--- src/rtl/pcpu_pkg.sv ---
// rtl/pcpu_pkg.sv - shared CPU bus types: arbiter state encoding, widths, requester IDs
package pcpu_pkg;

  localparam int PCPU_ADDR_W = 16;
  localparam int PCPU_DATA_W = 16;

  typedef enum logic [1:0] {
    ARB_IDLE   = 2'd0,
    ARB_BUS_IF = 2'd1,
    ARB_BUS_D  = 2'd2,
    ARB_RESP   = 2'd3
  } arb_state_e;

  localparam logic REQ_ID_IF = 1'b0;
  localparam logic REQ_ID_D  = 1'b1;

  function automatic arb_state_e bus_state_for(input logic req_id);
    return (req_id == REQ_ID_D) ? ARB_BUS_D : ARB_BUS_IF;
  endfunction

endpackage

--- src/rtl/bus_watchdog.sv ---
// rtl/bus_watchdog.sv - 8-bit bus-cycle counter that flags an access exceeding its timeout
module bus_watchdog (
  input  logic       clk,
  input  logic       rst_n,
  input  logic       clr_i,
  input  logic       en_i,
  input  logic [7:0] timeout_i,
  output logic       expire_o
);

  logic [7:0] cnt_q, cnt_d;

  always_comb begin
    cnt_d = cnt_q;
    if (clr_i) begin
      cnt_d = '0;
    end else if (en_i && (cnt_q != 8'hFF)) begin
      cnt_d = cnt_q + 8'd1;
    end
  end

  always_ff @(posedge clk or negedge rst_n) begin
    if (!rst_n) begin
      cnt_q <= '0;
    end else begin
      cnt_q <= cnt_d;
    end
  end

  // Fires in the last allowed cycle so the caller drops its request after exactly timeout_i cycles.
  assign expire_o = en_i && (timeout_i != 8'd0) && (cnt_q == (timeout_i - 8'd1));

endmodule

--- src/rtl/mem_arbiter.sv ---
// rtl/mem_arbiter.sv - single-port memory arbiter between fetch and load/store paths
module mem_arbiter
  import pcpu_pkg::*;
#(
  parameter int ADDR_W     = PCPU_ADDR_W,
  parameter int DATA_W     = PCPU_DATA_W,
  parameter int MAX_STARVE = 3,
  parameter int TIMEOUT    = 255
) (
  input  logic              clk,
  input  logic              rst_n,
  input  logic              if_req,
  input  logic [ADDR_W-1:0] if_addr,
  output logic [DATA_W-1:0] if_rdata,
  output logic              if_ack,
  input  logic              d_req,
  input  logic              d_we,
  input  logic [ADDR_W-1:0] d_addr,
  input  logic [DATA_W-1:0] d_wdata,
  output logic [DATA_W-1:0] d_rdata,
  output logic              d_ack,
  output logic              err,
  output logic              mem_req,
  output logic              mem_we,
  output logic [ADDR_W-1:0] mem_addr,
  output logic [DATA_W-1:0] mem_wdata,
  input  logic [DATA_W-1:0] mem_rdata,
  input  logic              mem_ack,
  output logic              busy
);

  localparam logic [3:0] MAX_STARVE_C = 4'(MAX_STARVE);
  localparam logic [7:0] TIMEOUT_C    = 8'(TIMEOUT);

  arb_state_e        state_q, state_d;
  logic [3:0]        starve_q, starve_d;
  logic              mem_req_q, mem_req_d;
  logic              mem_we_q, mem_we_d;
  logic [ADDR_W-1:0] mem_addr_q, mem_addr_d;
  logic [DATA_W-1:0] mem_wdata_q, mem_wdata_d;
  logic [DATA_W-1:0] if_rdata_q, if_rdata_d;
  logic [DATA_W-1:0] d_rdata_q, d_rdata_d;
  logic              if_ack_q, if_ack_d;
  logic              d_ack_q, d_ack_d;
  logic              err_q, err_d;
  logic              busy_q, busy_d;

  logic              win_any;
  logic              win_id;
  logic              in_bus;
  logic              wd_expire;

  assign in_bus = (state_q == ARB_BUS_IF) || (state_q == ARB_BUS_D);

  bus_watchdog u_watchdog (
    .clk       (clk),
    .rst_n     (rst_n),
    .clr_i     (!in_bus),
    .en_i      (in_bus),
    .timeout_i (TIMEOUT_C),
    .expire_o  (wd_expire)
  );

  // Data normally wins a tie; a fetch that has lost MAX_STARVE ties in a row takes the next one.
  always_comb begin
    win_any = if_req || d_req;
    win_id  = REQ_ID_D;
    if (if_req && (!d_req || (starve_q == MAX_STARVE_C))) begin
      win_id = REQ_ID_IF;
    end
  end

  always_comb begin
    state_d     = state_q;
    starve_d    = starve_q;
    mem_req_d   = mem_req_q;
    mem_we_d    = mem_we_q;
    mem_addr_d  = mem_addr_q;
    mem_wdata_d = mem_wdata_q;
    if_rdata_d  = if_rdata_q;
    d_rdata_d   = d_rdata_q;
    if_ack_d    = 1'b0;
    d_ack_d     = 1'b0;
    err_d       = 1'b0;

    case (state_q)
      ARB_IDLE: begin
        if (win_any) begin
          state_d   = bus_state_for(win_id);
          mem_req_d = 1'b1;
          if (win_id == REQ_ID_IF) begin
            mem_we_d    = 1'b0;
            mem_addr_d  = if_addr;
            mem_wdata_d = '0;
            starve_d    = '0;
          end else begin
            mem_we_d    = d_we;
            mem_addr_d  = d_addr;
            mem_wdata_d = d_wdata;
            if (if_req && (starve_q != 4'hF)) begin
              starve_d = starve_q + 4'd1;
            end
          end
        end
      end

      ARB_BUS_IF, ARB_BUS_D: begin
        // A same-cycle ack beats the watchdog so completed data is never discarded.
        if (mem_ack || wd_expire) begin
          state_d   = ARB_RESP;
          mem_req_d = 1'b0;
          err_d     = !mem_ack;
          if (state_q == ARB_BUS_IF) begin
            if_ack_d   = 1'b1;
            if_rdata_d = mem_ack ? mem_rdata : '0;
          end else begin
            d_ack_d   = 1'b1;
            d_rdata_d = mem_ack ? mem_rdata : '0;
          end
        end
      end

      ARB_RESP: begin
        state_d = ARB_IDLE;
      end

      default: begin
        state_d   = ARB_IDLE;
        mem_req_d = 1'b0;
      end
    endcase

    busy_d = (state_d != ARB_IDLE);
  end

  always_ff @(posedge clk or negedge rst_n) begin
    if (!rst_n) begin
      state_q     <= ARB_IDLE;
      starve_q    <= '0;
      mem_req_q   <= 1'b0;
      mem_we_q    <= 1'b0;
      mem_addr_q  <= '0;
      mem_wdata_q <= '0;
      if_rdata_q  <= '0;
      d_rdata_q   <= '0;
      if_ack_q    <= 1'b0;
      d_ack_q     <= 1'b0;
      err_q       <= 1'b0;
      busy_q      <= 1'b0;
    end else begin
      state_q     <= state_d;
      starve_q    <= starve_d;
      mem_req_q   <= mem_req_d;
      mem_we_q    <= mem_we_d;
      mem_addr_q  <= mem_addr_d;
      mem_wdata_q <= mem_wdata_d;
      if_rdata_q  <= if_rdata_d;
      d_rdata_q   <= d_rdata_d;
      if_ack_q    <= if_ack_d;
      d_ack_q     <= d_ack_d;
      err_q       <= err_d;
      busy_q      <= busy_d;
    end
  end

  assign mem_req   = mem_req_q;
  assign mem_we    = mem_we_q;
  assign mem_addr  = mem_addr_q;
  assign mem_wdata = mem_wdata_q;
  assign if_rdata  = if_rdata_q;
  assign d_rdata   = d_rdata_q;
  assign if_ack    = if_ack_q;
  assign d_ack     = d_ack_q;
  assign err       = err_q;
  assign busy      = busy_q;

endmodule

--- config.mk ---
export PLATFORM = sky130hd
export DESIGN_NAME = mem_arbiter
export DESIGN_NICKNAME = d
export VERILOG_FILES = /design/src/rtl/pcpu_pkg.sv /design/src/rtl/bus_watchdog.sv /design/src/rtl/mem_arbiter.sv
export SDC_FILE = /design/constraint.sdc
export NUM_CORES = 1
export LEC_CHECK = 0
export CAP_MARGIN = 20
export CORE_ASPECT_RATIO = 1.1
export CORE_MARGIN = 3
export CORE_UTILIZATION = 28
export DETAILED_ROUTE_END_ITERATION = 8
export MAX_ROUTING_LAYER = met4
export PLACE_DENSITY = 0.53
export REMOVE_ABC_BUFFERS = 1
export SYNTH_ARGS = -nofsm -noshare
export SYNTH_HDL_FRONTEND = slang
export SYNTH_SLANG_ARGS = --single-unit
--- constraint.sdc ---
create_clock -name clk -period 2.4 [get_ports clk]
set_input_delay 0.24 -clock clk [delete_from_list [all_inputs] [get_ports clk]]
set_output_delay 0.24 -clock clk [all_outputs]
set_load 0.005 [all_outputs]
==> metrics.md <==
| Metric | Value |
|---|---|
| Run status | `finished clean` |
| DIE AREA | `0.0142 mm²` |
| Highest ir drop seen on vdd | `0.496 mV` |
| Worst R2R Path Depth | `5` |
| Final number of hold-violating endpoints | `0` |
| Sequential cell area fraction in the yosys report | `0.586` |
| Most numerous cell in the Yosys netlist | `sky130_fd_sc_hd__dfrtp_1` |
| Detailed Route WL | `10.2 mm` |
| Maximum buffer depth of the clock tree | `2` |
| Num Clock Sinks | `84` |
| Worst slew margin | `0.625` |
| Post-route minimum period | `1950 ps` |
| Setup skew after layout | `7.60 ps` |
| Effective utilization at floorplan | `0.292` |
| Power density of the placed cells | `1200 mW/mm²` |
| TritonCTS clock tree | `done` |
| Count of buffers from port buffering | `139` |
| Element type at the critical path start | `flip-flop` |
| Total count of max-transition violations in the final report | `0` |
| Weighted congestion reported at the end of routability-driven placement | `0.770` |
| Number of H-tree levels | `3` |
| Total clock buffers created by CTS | `9` |
| Total of endpoints with negative setup slack in the final report | `0` |
| Core Box Area | `0.0123 mm²` |
| Fraction of post-synthesis cell area in the top cell type by area | `0.586` |
| Violation count after the first detailed-route iteration | `176` |
| Via count | `3025` |
| Largest net degree at the start of global routing | `44` |
| Global route total overflow | `0` |
| Row Count | `42` |
| Setup TNS | `0 ps` |
| Mean post-synth cell area | `11.1 µm²` |
| Max Fanout on Critical Path | `17` |
| Initial antenna violation count | `0` |
| Number of top-level pins | `140` |
| Clock Root Buffer | `sky130_fd_sc_hd__clkbuf_16` |
| Number of resized instances in the post-cts repair step | `0` |
| Worst skew pair latency | `330 ps` |
| Count of antenna-violating nets left after detailed routing | `0` |
| Post-layout worst setup margin | `451 ps` |
| Cell area after synthesis | `0.00359 mm²` |
| Gate Count Post-Synth | `323` |
| Path class of the lowest-slack min-delay path | `primary input to asynchronous set/reset pin` |
| Vias in the first global route | `3020` |
| Pin slew with the least headroom to its limit | `563 ps` |
| Ratio of cells with drive above 1 in the final layout | `0.0649` |
| Achievable clock frequency | `513 MHz` |
| Number of flops mapped to enable cells by yosys | `0` |
| Top cells by instance count after synthesis | `sky130_fd_sc_hd__dfrtp_1 (84), sky130_fd_sc_hd__nand2_1 (45), sky130_fd_sc_hd__a32o_1 (32)` |
| Max-cap check violation count | `0` |
| Final-stage net count | `532` |
| P&R area growth vs syn | `51.9%` |
| Vias per inst | `4.91` |
| Number of register bits inferred by synthesis | `84` |
| Type of the worst setup path | `flip-flop to flip-flop` |
| Die Ht | `125 µm` |
| Data required time at the worst endpoint | `2620 ps` |
| Placement-stage worst setup slack | `473 ps` |
| DPL Wire Length | `7.10 mm` |
| Pre-Repair DR Iteration Count | `4` |
| Reg2Reg Setup Slack | `450 ps` |
| Tot Pwr | `0.00651 W` |
| Syn. warnings | `0` |
| Unique cell type count in the Yosys netlist | `38` |
| Setup repair after global routing missed its margin | `false` |
| Cell taking the most area after synthesis | `sky130_fd_sc_hd__dfrtp_1` |
| Clock slew at reported path FFs | `70 ps` |
| Die span in x | `114 µm` |
| Ys flop type | `sky130_fd_sc_hd__dfrtp_1` |
| Leakage component of the power | `2.28 nW` |
| R2R Path End | `d_rdata[1]` |
| Overall track demand over capacity in global routing | `0.146` |
| Top cells by area, synth | `sky130_fd_sc_hd__dfrtp_1 (59%), sky130_fd_sc_hd__a32o_1 (8.9%), sky130_fd_sc_hd__nand2_1 (4.7%)` |
| First-pass GRT wire length | `16.0 mm` |
| Final clock period utilization by the worst path | `0.812` |
| Launching point of the worst reg2reg path | `state_q[1]` |
| Post-detailed-route DRC marker count | `0` |
| Antenna Diode Count | `0` |
| Signal arrival time at the worst endpoint | `2170 ps` |
| Endpoint class of the critical path | `flip-flop` |
| Wire length per cell after detailed routing | `16.5 µm` |
| Post-synth ARST share | `1.00` |
## through the flow
stage | hold slack [ps] | std cells | instance area, µm² | util
finish | 436 | 616 | 5450 | 0.443
global route | 467 | 616 | 5450 | 0.443
CTS | 450 | 616 | 5450 | 0.443
detailed placement | 277 | 599 | 5130 | 0.418
global placement | 274 | 599 | 5130 | 0.418
floorplan | -55.6 | 298 | 3450 | -
## worst max-delay path: stages (launching register included)
cell,delay [ps]
sky130_fd_sc_hd__dfrtp_1,390
sky130_fd_sc_hd__inv_1,70
sky130_fd_sc_hd__ha_1,510
sky130_fd_sc_hd__nor2b_1,280
sky130_fd_sc_hd__nand2_2,280
sky130_fd_sc_hd__a32o_1,300
## cell usage in the layout, fill, tap and decap left out, types with 2 or more instances in the layout
master                            Yosys  layout
sky130_fd_sc_hd__buf_4                0       7
sky130_fd_sc_hd__o2bb2ai_1            2       2
sky130_fd_sc_hd__nand4_1              3       3
sky130_fd_sc_hd__clkdlybuf4s50_1      0     138
sky130_fd_sc_hd__nand2_2              2       2
sky130_fd_sc_hd__nor2b_1              4       3
sky130_fd_sc_hd__a21oi_1             17      17
sky130_fd_sc_hd__a31oi_1              5       5
sky130_fd_sc_hd__ha_1                 5       5
sky130_fd_sc_hd__and2_1               4       4
sky130_fd_sc_hd__clkbuf_16            0       9
sky130_fd_sc_hd__nand3_1              6       6
sky130_fd_sc_hd__dfrtp_1             84      84
sky130_fd_sc_hd__nor3b_1              2       2
sky130_fd_sc_hd__clkinv_4             0       2
sky130_fd_sc_hd__buf_12               1       2
sky130_fd_sc_hd__a32o_1              32      32
sky130_fd_sc_hd__clkinvlp_4           0       2
sky130_fd_sc_hd__and3_1               2       2
sky130_fd_sc_hd__nor2_1              20      20
sky130_fd_sc_hd__inv_1                7       7
sky130_fd_sc_hd__o21ai_0             27      27
sky130_fd_sc_hd__mux2i_1             16      16
sky130_fd_sc_hd__nand2_1             45      45
## power by group
part	switching (W)	total, W	internal, W
logic	0.00118	0.00277	0.00158
clock network	0.000584	0.00140	0.000812
registers	0.000346	0.00235	0.00201
total	0.00211	0.00651	0.00440
## sequential cells by signal, indices dropped and copies added (netlist names)
register and cells:
busy 1, d_ack 1, d_rdata 16, err 1, if_ack 1, if_rdata 16
mem_addr 16, mem_req 1, mem_wdata 16, mem_we 1, starve_q 4, state_q 2
u_watchdog.cnt_q 8
## routing by layer
| metal | vias to the layer above | wire (µm) | global-route usage |
|---|---|---|---|
| met1 | 1481 | 4400 | 0.187 |
| met3 | 10 | 789 | 0.0447 |
| met5 | - | 0 | - |
| met2 | 102 | 4860 | 0.220 |
| met4 | 0 | 121 | 0.0531 |
| li1 | 1432 | - | - |
## kinds of logic (layout without fill, tap and decap cells)
group           count (synthesis)  after routing  synth area share
fa+ha+maj                       5              5            0.0174
compound gates                 90             90             0.182
mux                            16             16            0.0447
buf+inv                        32            171            0.0443
xor+xnor                        2              2           0.00489
flops                          84             84             0.586
simple gates                   94             94             0.120
## worst max path at each step
stage | startpoint | to | slack (ps) | cells past startpoint
after floorplan | state_q[0] | mem_wdata[0] | -340 | 5
after global placement | starve_q[0] | mem_addr[9] | 520 | 6
after detailed placement | d_req | mem_wdata[0] | 470 | 6
after CTS | state_q[0] | d_rdata[1] | 480 | 5
after global routing | starve_q[0] | mem_addr[8] | 340 | 6
final | state_q[1] | d_rdata[1] | 450 | 5
## final cells by class
cell class | count | area [µm²]
clock inverters | 7 | 76.3
multi-input cells | 207 | 1340
repair buffers | 148 | 1480
clock buffers | 9 | 225
flip-flops and latches | 84 | 2100
well taps | 154 | 193
inverters | 7 | 26.3
fillers | 1199 | 6850
## timing repair
item,4_1_cts,5_1_grt
buffers inserted,0,0
hold endpoints to repair,41,0
hold buffers,1,0
Power figures use the tool's default switching activity.
